### config.mk
export PLATFORM = sky130hd
export DESIGN_NAME = mc8051_timing_ctrl
export DESIGN_NICKNAME = d
export VERILOG_FILES = /design/src/rtl/mc8051_timing_ctrl.sv
export SDC_FILE = /design/constraint.sdc
export NUM_CORES = 1
export LEC_CHECK = 0
export CAP_MARGIN = 20
export CORE_ASPECT_RATIO = 0.8
export CORE_MARGIN = 2
export CORE_UTILIZATION = 40
export DETAILED_ROUTE_END_ITERATION = 10
export DONT_BUFFER_PORTS = 1
export SLEW_MARGIN = 20
export SYNTH_ARGS = -nofsm -noshare
export SYNTH_HDL_FRONTEND = slang
export SYNTH_SLANG_ARGS = --single-unit
### constraint.sdc
create_clock -name clk -period 5.2 [get_ports clk]
set_clock_uncertainty 0.2 [all_clocks]
set_input_delay 1.04 -clock clk [delete_from_list [all_inputs] [get_ports clk]]
set_output_delay 1.04 -clock clk [all_outputs]
set_load 0.02 [all_outputs]
### src/rtl/mc8051_timing_ctrl.sv
// mc8051_timing_ctrl
// Machine-cycle phase sequencer and opcode-fetch front end. Steps the twelve
// phases S1_0..S6_1 of each machine cycle, stretches an instruction over
// 1-4 machine cycles, holds a phase while slow memory finishes, injects the
// interrupt LCALL opcode in place of the ROM byte and parks in an idle state.

module mc8051_timing_ctrl #(
    parameter logic [7:0] INT_OPCODE = 8'h12,
    parameter logic [3:0] IDLE_CODE  = 4'hF
) (
    input  logic       clk,
    input  logic       reset,
    input  logic [7:0] i_rom_data,
    input  logic       i_mem_ready,
    input  logic       i_s2_fetch,
    input  logic       i_s3_fetch,
    input  logic [1:0] i_ncycles,
    input  logic       i_int_req,
    input  logic       i_idle,
    output logic [3:0] o_t_p_d,
    output logic [7:0] o_instr_buf,
    output logic [1:0] o_cycle_cnt,
    output logic       o_opcode_fetch,
    output logic       o_instr_start,
    output logic       o_instr_done,
    output logic       o_int_ack
);

    localparam logic [3:0] PH_S1_0 = 4'd0;
    localparam logic [3:0] PH_S1_1 = 4'd1;
    localparam logic [3:0] PH_S2_1 = 4'd3;
    localparam logic [3:0] PH_S3_1 = 4'd5;
    localparam logic [3:0] PH_S6_1 = 4'hB;

    typedef enum logic {
        ST_RUN,
        ST_IDLE
    } state_t;

    state_t     state;
    logic [3:0] phase;
    logic [1:0] cycle_cnt;
    logic [7:0] instr_buf;
    logic       int_inject;

    logic       running;
    logic       fetch_slot;
    logic       stall;
    logic       boundary;

    // Decode of the current phase: fetch slot, memory stall and instruction end
    always_comb begin
        running    = (state == ST_RUN);
        fetch_slot = running && (phase == PH_S1_1) && (cycle_cnt == 2'd0);
        // An injected opcode needs no ROM read, so the fetch slot never waits on it
        stall      = running && !i_mem_ready &&
                     ((fetch_slot && !int_inject) ||
                      ((phase == PH_S2_1) && i_s2_fetch) ||
                      ((phase == PH_S3_1) && i_s3_fetch));
        boundary   = running && (phase == PH_S6_1) && (cycle_cnt == i_ncycles);
    end

    // Phase/cycle sequencer, opcode latch, interrupt injection and idle FSM
    always_ff @(posedge clk or posedge reset) begin
        if (reset) begin
            state      <= ST_RUN;
            phase      <= PH_S1_0;
            cycle_cnt  <= 2'd0;
            instr_buf  <= 8'h00;
            int_inject <= 1'b0;
        end else begin
            case (state)
                ST_RUN: begin
                    if (!stall) begin
                        if (fetch_slot) begin
                            instr_buf  <= int_inject ? INT_OPCODE : i_rom_data;
                            int_inject <= 1'b0;
                        end
                        if (phase == PH_S6_1) begin
                            phase <= PH_S1_0;
                            if (cycle_cnt == i_ncycles) begin
                                cycle_cnt <= 2'd0;
                                // Interrupt outranks idle; the request is a level,
                                // so it is only looked at here at the boundary
                                if (i_int_req) begin
                                    int_inject <= 1'b1;
                                end else if (i_idle) begin
                                    state <= ST_IDLE;
                                end
                            end else begin
                                cycle_cnt <= cycle_cnt + 2'd1;
                            end
                        end else begin
                            phase <= phase + 4'd1;
                        end
                    end
                end
                ST_IDLE: begin
                    // phase and cycle_cnt already sit at S1_0 / 0 from the boundary
                    if (i_int_req) begin
                        int_inject <= 1'b1;
                        state      <= ST_RUN;
                    end else if (!i_idle) begin
                        state <= ST_RUN;
                    end
                end
                default: state <= ST_RUN;
            endcase
        end
    end

    // Outputs decoded from the registered state
    always_comb begin
        o_t_p_d        = running ? phase : IDLE_CODE;
        o_instr_buf    = instr_buf;
        o_cycle_cnt    = cycle_cnt;
        o_opcode_fetch = fetch_slot && !int_inject;
        o_int_ack      = fetch_slot && int_inject;
        o_instr_start  = running && (phase == PH_S1_0) && (cycle_cnt == 2'd0);
        o_instr_done   = boundary;
    end

endmodule

After elaboration in Yosys (flattened, before gate mapping)
Cells that the tools add are included.

Multiplexer cells: 17. Add/sub/neg operators: 2. Equality and inequality tests: 7. Bitwise logic cells: 2. Reductions and logical operators: 22.

Operators with widths (number): logical AND 1 bit (12); 2-to-1 mux 1 bit (11); 2-to-1 mux 4 bit (2); 2-to-1 mux 8 bit (1); AND reduction 3 bit (2); adder 4 x 1 -> 4 bit (second input constant) (1); equality test 4 x 1 -> 1 bit (second input constant) (1); equality test 4 x 2 -> 1 bit (second input constant) (1); equality test 4 x 3 -> 1 bit (second input constant) (1); equality test 4 bit (second input constant) (1); logical NOT 4 bit (1); inequality test 2 bit (second input constant) (2); case mux 1 bit (2 select lines) (2); AND reduction 2 bit (2); adder 2 x 1 -> 2 bit (second input constant) (1); equality test 2 bit (1); logical NOT 1 bit (2); logical NOT 2 bit (1); logical OR 1 bit (2); 2-to-1 mux 2 bit (1); inverter 1 bit (2).

Bits in registers: 16. Word-level logic and storage cells: 55.

Logic depth before layout (Yosys ltp)
Gate-level depths: netlist of the first run.

Word-level depth: 9. Gate-level depth with buffers: 7. Mapped depth without buffers: 6.

Worst setup path after synthesis of the first run
Ideal clock, no wire load.

Path type: input port to output port. Start: input port i_ncycles[0]. End: output port o_instr_done. Path slack: 2075 ps. Arrival time: 1885 ps. Cell stages on the path: 3. Path buffers: 0. Required time: 3960 ps. Path through: xor2_1 or2_1 nor3_1.

Cells in the longest elaborated chain, start to end: 2.

Ends and longest elaborated chain: start: declaration (line 17) `input logic [1:0] i_ncycles,`; equality test 2 bit (line 60) `boundary = running && (phase == PH_S6_1) && (cycle_cnt == i_ncycles);`; logical AND 1 bit (line 60); end: declaration (line 25) `output logic o_instr_done,`.

Every way passes these cells.

Final worst setup path of the first run
Start: register phase[1]. End: output port o_int_ack.

Cells in the longest elaborated chain, start to end: 4.

Ends and longest elaborated chain: start: declaration (line 41) `logic [3:0] phase;`; start signal: assignment (line 94) `phase <= phase + 4'd1;`; equality test 4 x 1 -> 1 bit (line 54) `fetch_slot = running && (phase == PH_S1_1) && (cycle_cnt == 2'd0);`; logical AND 1 bit (2 in a row) (line 54); logical AND 1 bit (line 118) `o_int_ack = fetch_slot && int_inject;`; end: declaration (line 26) `output logic o_int_ack`.

Every way passes these cells.

==> results of run 1 <==
## cell type report
cell class,count,area [sq um],share of cell area [%]
clock buffers,4,36.3,3.30
flip-flops and latches,16,400,36.4
multi-input cells,76,584,53.1
well taps,36,45.0,4.10
inverters,9,33.8,3.07
## critical path: stages, from the launching register on
cell and delay (ns):
dfrtp_1 0.44, inv_1 0.10, ha_1 0.21, nor4bb_4 0.34, and2b_2 0.33, and2_1 0.28
## state kept, by name, indices dropped and copies added (netlist names)
register     cells
int_inject       1
phase            4
state            1
o_instr_buf      8
o_cycle_cnt      2
## logic make-up (layout without fill, tap and decap cells)
| kind of cell | Yosys count | after routing |
|---|---|---|
| AND/OR/NAND/NOR | 34 | 34 |
| adder cells (fa/ha/maj) | 4 | 4 |
| buffers and inverters | 15 | 13 |
| XOR/XNOR | 2 | 2 |
| multiplexers | 3 | 3 |
| flip-flops | 16 | 16 |
| AO/OA/AOI/OAI | 33 | 33 |
## per-layer routing
metal  vias up  GRT usage, %  wire length, um
met1       363          22.5             1040
met2        26          19.3              896
met5         -             0                0
met3         2          5.41              142
li1        384             -                -
met4         0          3.19               15
## stage by stage
stage / utilization, % / total power, uW / setup WS [ns]
2_1_floorplan: - / 521 / 2.08
3_3_place_gp: 42.8 / 549 / 2.01
3_5_place_dp: 42.8 / 560 / 2.01
4_1_cts: 44.3 / 643 / 1.95
5_1_grt: 44.3 / 689 / 1.82
6_report: 44.3 / 635 / 1.96
## layout by cell type (no fill, tap or decap), types with 3 or more instances in the layout
cell type / Yosys / layout
a31oi_1: 9 / 9
clkbuf_4: 0 / 3
dfrtp_1: 16 / 16
ha_1: 4 / 4
inv_1: 9 / 9
nand2_1: 4 / 4
nor2_1: 6 / 6
nor2b_1: 9 / 9
o21ai_0: 4 / 4
o2bb2ai_1: 6 / 6
or2_2: 3 / 3
## how the worst max path moves through the flow
stage                            start            to  slack, ns  cells after the start
after floorplan           i_ncycles[0]  o_instr_done       2.08                      3
after global placement    i_ncycles[0]  o_instr_done       2.01                      3
after detailed placement  i_ncycles[0]  o_instr_done       2.01                      3
after CTS                     phase[1]     o_int_ack       1.95                      5
after global routing          phase[1]     o_int_ack       1.82                      5
final                         phase[1]     o_int_ack       1.96                      5
## where the power goes
part	internal (uW)	switching, uW
clock	42.6	40.0
sequential	174	111
combinational	136	133
==> results.tsv, run 1 <==
metric	value	unit
rsz0062_at_grt	false	
io_pins	35	
fillers	253	
synth_compound_area_share	24.0	%
synth_area_leaders	dfrtp_1 38%, a31oi_1 5.3%, nor2b_1 5.3%	
synth_top_family_by_area	compound AO/OA/AOI/OAI gates	
overflow	0	
rrSetupSlack	3.04	ns
clock_latency	0.28	ns
synthMuxAreaShare	3.29	%
yosysUniqueCellTypes	37	
antennaDiodeCount	0	
routed_wl	2090	um
dr_total_vias	775	
timing.hold.ws	0.425	ns
clk_path_buf_depth	2	
finalCriticalPeriod	3.24	ns
timing.rr.end	int_inject	
leakage	0.000505	uW
hold_start	phase[1]	
cp_data_required_time	3.96	ns
dieArea	0.00309	sq mm
synth_top_area_share	37.6	%
cts_tree	built	
cts_setup_buffers	0	
antenna_found_initial	0	
cts_hold_buf	0	
min_path_cells	2	
portBuffers	0	
clock_sinks	16	
path_clk_slew	0.10	ns
hold_path_end	phase[3]	
grt_pass1_wl	3390	um
layout.cells.non_filler	141	
vias_per_cell	5.50	
nets	127	
cap_viol_max_count	0	
routedWlPerCell	14.8	um
synth_area	0.00106	sq mm
fin_setup_tns	0	ns
gp_congestion	0.715	
yosysMostFrequentCell	dfrtp_1	
ant_nets	0	
drc	0	
p_per_area	578	mW/mm^2
ys_seq_area_share	37.6	%
synth_common_cells	16 x dfrtp_1, 9 x a31oi_1, 9 x inv_1, 9 x nor2b_1	
grt_pass1_vias	739	
synth_seq_cells	16	
placementRows	16	
synth-edff-count	0	
start_util	42.9	%
syn_nets	128	
setup_viol	0	
arrival	2.00	ns
crit_path_max_fanout	11	
numCtsBuffers	3	
grt_max_degree	23	
dr.pass1.iters	4	
root_buffer	clkbuf_4	
ys.flop_type	dfrtp_1	
area_delta_synth_final	3.29	%
htreeDepth	1	
hpwl	1570	um
drt_iter0_markers	23	
coreArea	0.00248	sq mm
post-route-period-util	62.3	%
synth-simple-area-share	21.3	%
track_usage	14.6	%
r2r_cells	6	
placed_cells	137	
die_y	50.1	um
hold_violations	0	
synth_xor_area_share	1.65	%
rr_startpoint	phase[1]	
critPathKind	reg -> out	
ir_drop	0.231	mV
synth_cells	107	
finish.instance_area	0.00110	sq mm
post_dp_cell_area	0.00106	sq mm
avgSynthCellArea	9.95	sq um
hp-class	reg -> reg	
slew_viol_final	0	
ys_warn_count	0	
status	finished, final reports clean	
die_x	61.7	um
synthAdderAreaFrac	4.70	%
cts_resized	0	
end_kind	primary output	
drive_gt1_share	14.3	%
fmax	0.309	GHz
worstMarginPinSlew	0.638	ns
yosysTopAreaCell	dfrtp_1	
critPathLaunchType	flip-flop	
ys_async_sr_fraction	100	%
slew_headroom	57.1	%
Note: power is estimated with default switching activity, not from simulation.
==> inputs of run 2 (changes only) <==
clock period = 3.1 ns   (was 5.2 ns; I/O delays follow)
==> run 2 against run 1 <==
Net effect: routed wire length up 2.9%; total power up 70%; combinational power up 70%; worst setup slack worse by 1.6 ns; critical path depth unchanged; die area unchanged; final cell count unchanged; critical path type unchanged.
==> results.tsv, run 2 (synthesis gave the netlist of run 1 again) <==
metric	value	unit	change
finalCriticalPeriod	2.79	ns	
drt_iter0_markers	11		was 23
hold_violations	0		unchanged
ant_nets	0		unchanged
cts_resized	0		unchanged
fin_setup_tns	0	ns	unchanged
grt_pass1_vias	722		was 739
hpwl	1570	um	about the same
power_switching	488	uW	was 283 uW
dieArea	0.00309	sq mm	unchanged
post_dp_cell_area	0.00106	sq mm	unchanged
end_kind	primary output		unchanged
cp-startpoint	phase[1]		unchanged
slew_viol_final	0		unchanged
critPathLaunchType	flip-flop		unchanged
worstMarginPinSlew	0.658	ns	was 0.638 ns
p_seq_share	44.5	%	was 44.8%
drc	0		unchanged
cts_tree	built		unchanged
mostFrequentLayoutCell	dfrtp_1		unchanged
antennaDiodeCount	0		unchanged
numCtsBuffers	3		unchanged
ir_drop	0.439	mV	was 0.231 mV
rr_startpoint	phase[1]		unchanged
p_per_area	980	mW/mm^2	was 578 mW/mm^2
io_pins	35		unchanged
grt_pass1_wl	3420	um	was 3390 um
nets	127		unchanged
setup_viol	0		unchanged
critPathKind	reg -> out		unchanged
rsz0062_at_grt	false		unchanged
r2r_cells	6		unchanged
clock_sinks	16		unchanged
path_clk_slew	0.10	ns	about the same
placementRows	16		unchanged
clock_power_share	13.2	%	was 13.0%
switching_share	45.2	%	was 44.6%
final_cell_mix	16 x dfrtp_1, 9 x nor2b_1, 9 x a31oi_1, 9 x inv_1		unchanged
p_int	590	uW	was 352 uW
dr.pass1.iters	4		unchanged
track_usage	14.9	%	was 14.6%
arrival	1.97	ns	was 2.00 ns
drive_gt1_share	14.3	%	unchanged
vias_per_cell	5.50		about the same
timing.rr.end	int_inject		unchanged
htreeDepth	1		unchanged
cp_data_required_time	2.28	ns	was 3.96 ns
start_util	42.9	%	unchanged
leakage	0.000505	uW	unchanged
slew_headroom	55.8	%	was 57.1%
die_y	50.1	um	unchanged
hp-class	in -> async		was reg -> reg
fmax	0.359	GHz	
combPwrFrac	42.3	%	was 42.2%
clk_path_buf_depth	2		unchanged
root_buffer	clkbuf_4		unchanged
cts_setup_buffers	0		unchanged
dr_total_vias	776		was 775
portBuffers	0		unchanged
overflow	0		unchanged
die_x	61.7	um	unchanged
grt_max_degree	23		unchanged
rrSetupSlack	1.00	ns	was 3.04 ns
crit_path_max_fanout	11		unchanged
clock_latency	0.29	ns	was 0.28 ns
largest_register_ffs	8		unchanged
gp_congestion	0.768		was 0.715
area_delta_synth_final	3.29	%	unchanged
finish.instance_area	0.00110	sq mm	unchanged
status	finished, final reports clean		unchanged
routedWlPerCell	15.3	um	was 14.8 um
post-route-period-util	89.8	%	
antenna_found_initial	0		unchanged
routed_wl	2150	um	was 2090 um
coreArea	0.00248	sq mm	unchanged
cts_hold_buf	0		unchanged
cap_viol_max_count	0		unchanged
==> run 2: layer usage <==
metal  global-route usage [%]  share of wire, %
met3                     7.99                10
met2                     20.0                44
met1                     21.6                46
met4                     2.13                 0
met5                        0                 0
==> run 2: power groups by stage <==
stage,sequential (uW),combinational (uW),clock (uW)
2_1_floorplan,432,443,0
6_report,479,456,143
3_3_place_gp,477,442,0
4_1_cts,478,459,146
3_5_place_dp,483,456,0
5_1_grt,494,505,158
==> run 2: final cells by class <==
class,count,area (sq um)
fillers,254,1380
multi-input cells,76,584
flip-flops and latches,16,400
well taps,36,45.0
clock buffers,4,36.3
inverters,9,33.8
==> run 2: stage by stage <==
stage / power [uW] / hold WS [ns] / util [%] / worst slack, ns / instances
detailed placement: 938 / 0.413 / 42.8 / 0.638 / 137
CTS: 1080 / 0.103 / 44.3 / 0.303 / 141
global placement: 919 / 0.384 / 42.8 / 0.700 / 137
floorplan: 874 / 0.334 / - / 0.774 / 107
finish: 1080 / 0.0764 / 44.3 / 0.315 / 141
global route: 1160 / 0.125 / 44.3 / 0.179 / 141
==> run 2: worst max-delay path, cell delays in order (launching register included) <==
cell	delay, ns
dfrtp_1	0.45
inv_1	0.10
ha_1	0.19
nor4bb_4	0.33
and2b_2	0.33
and2_1	0.28
==> run 2: how the worst max path moves through the flow <==
stage	cells past startpoint	to
finish	5	o_int_ack
global route	5	o_int_ack
floorplan	6	o_int_ack
CTS	5	o_int_ack
global placement	5	o_int_ack
detailed placement	5	o_int_ack
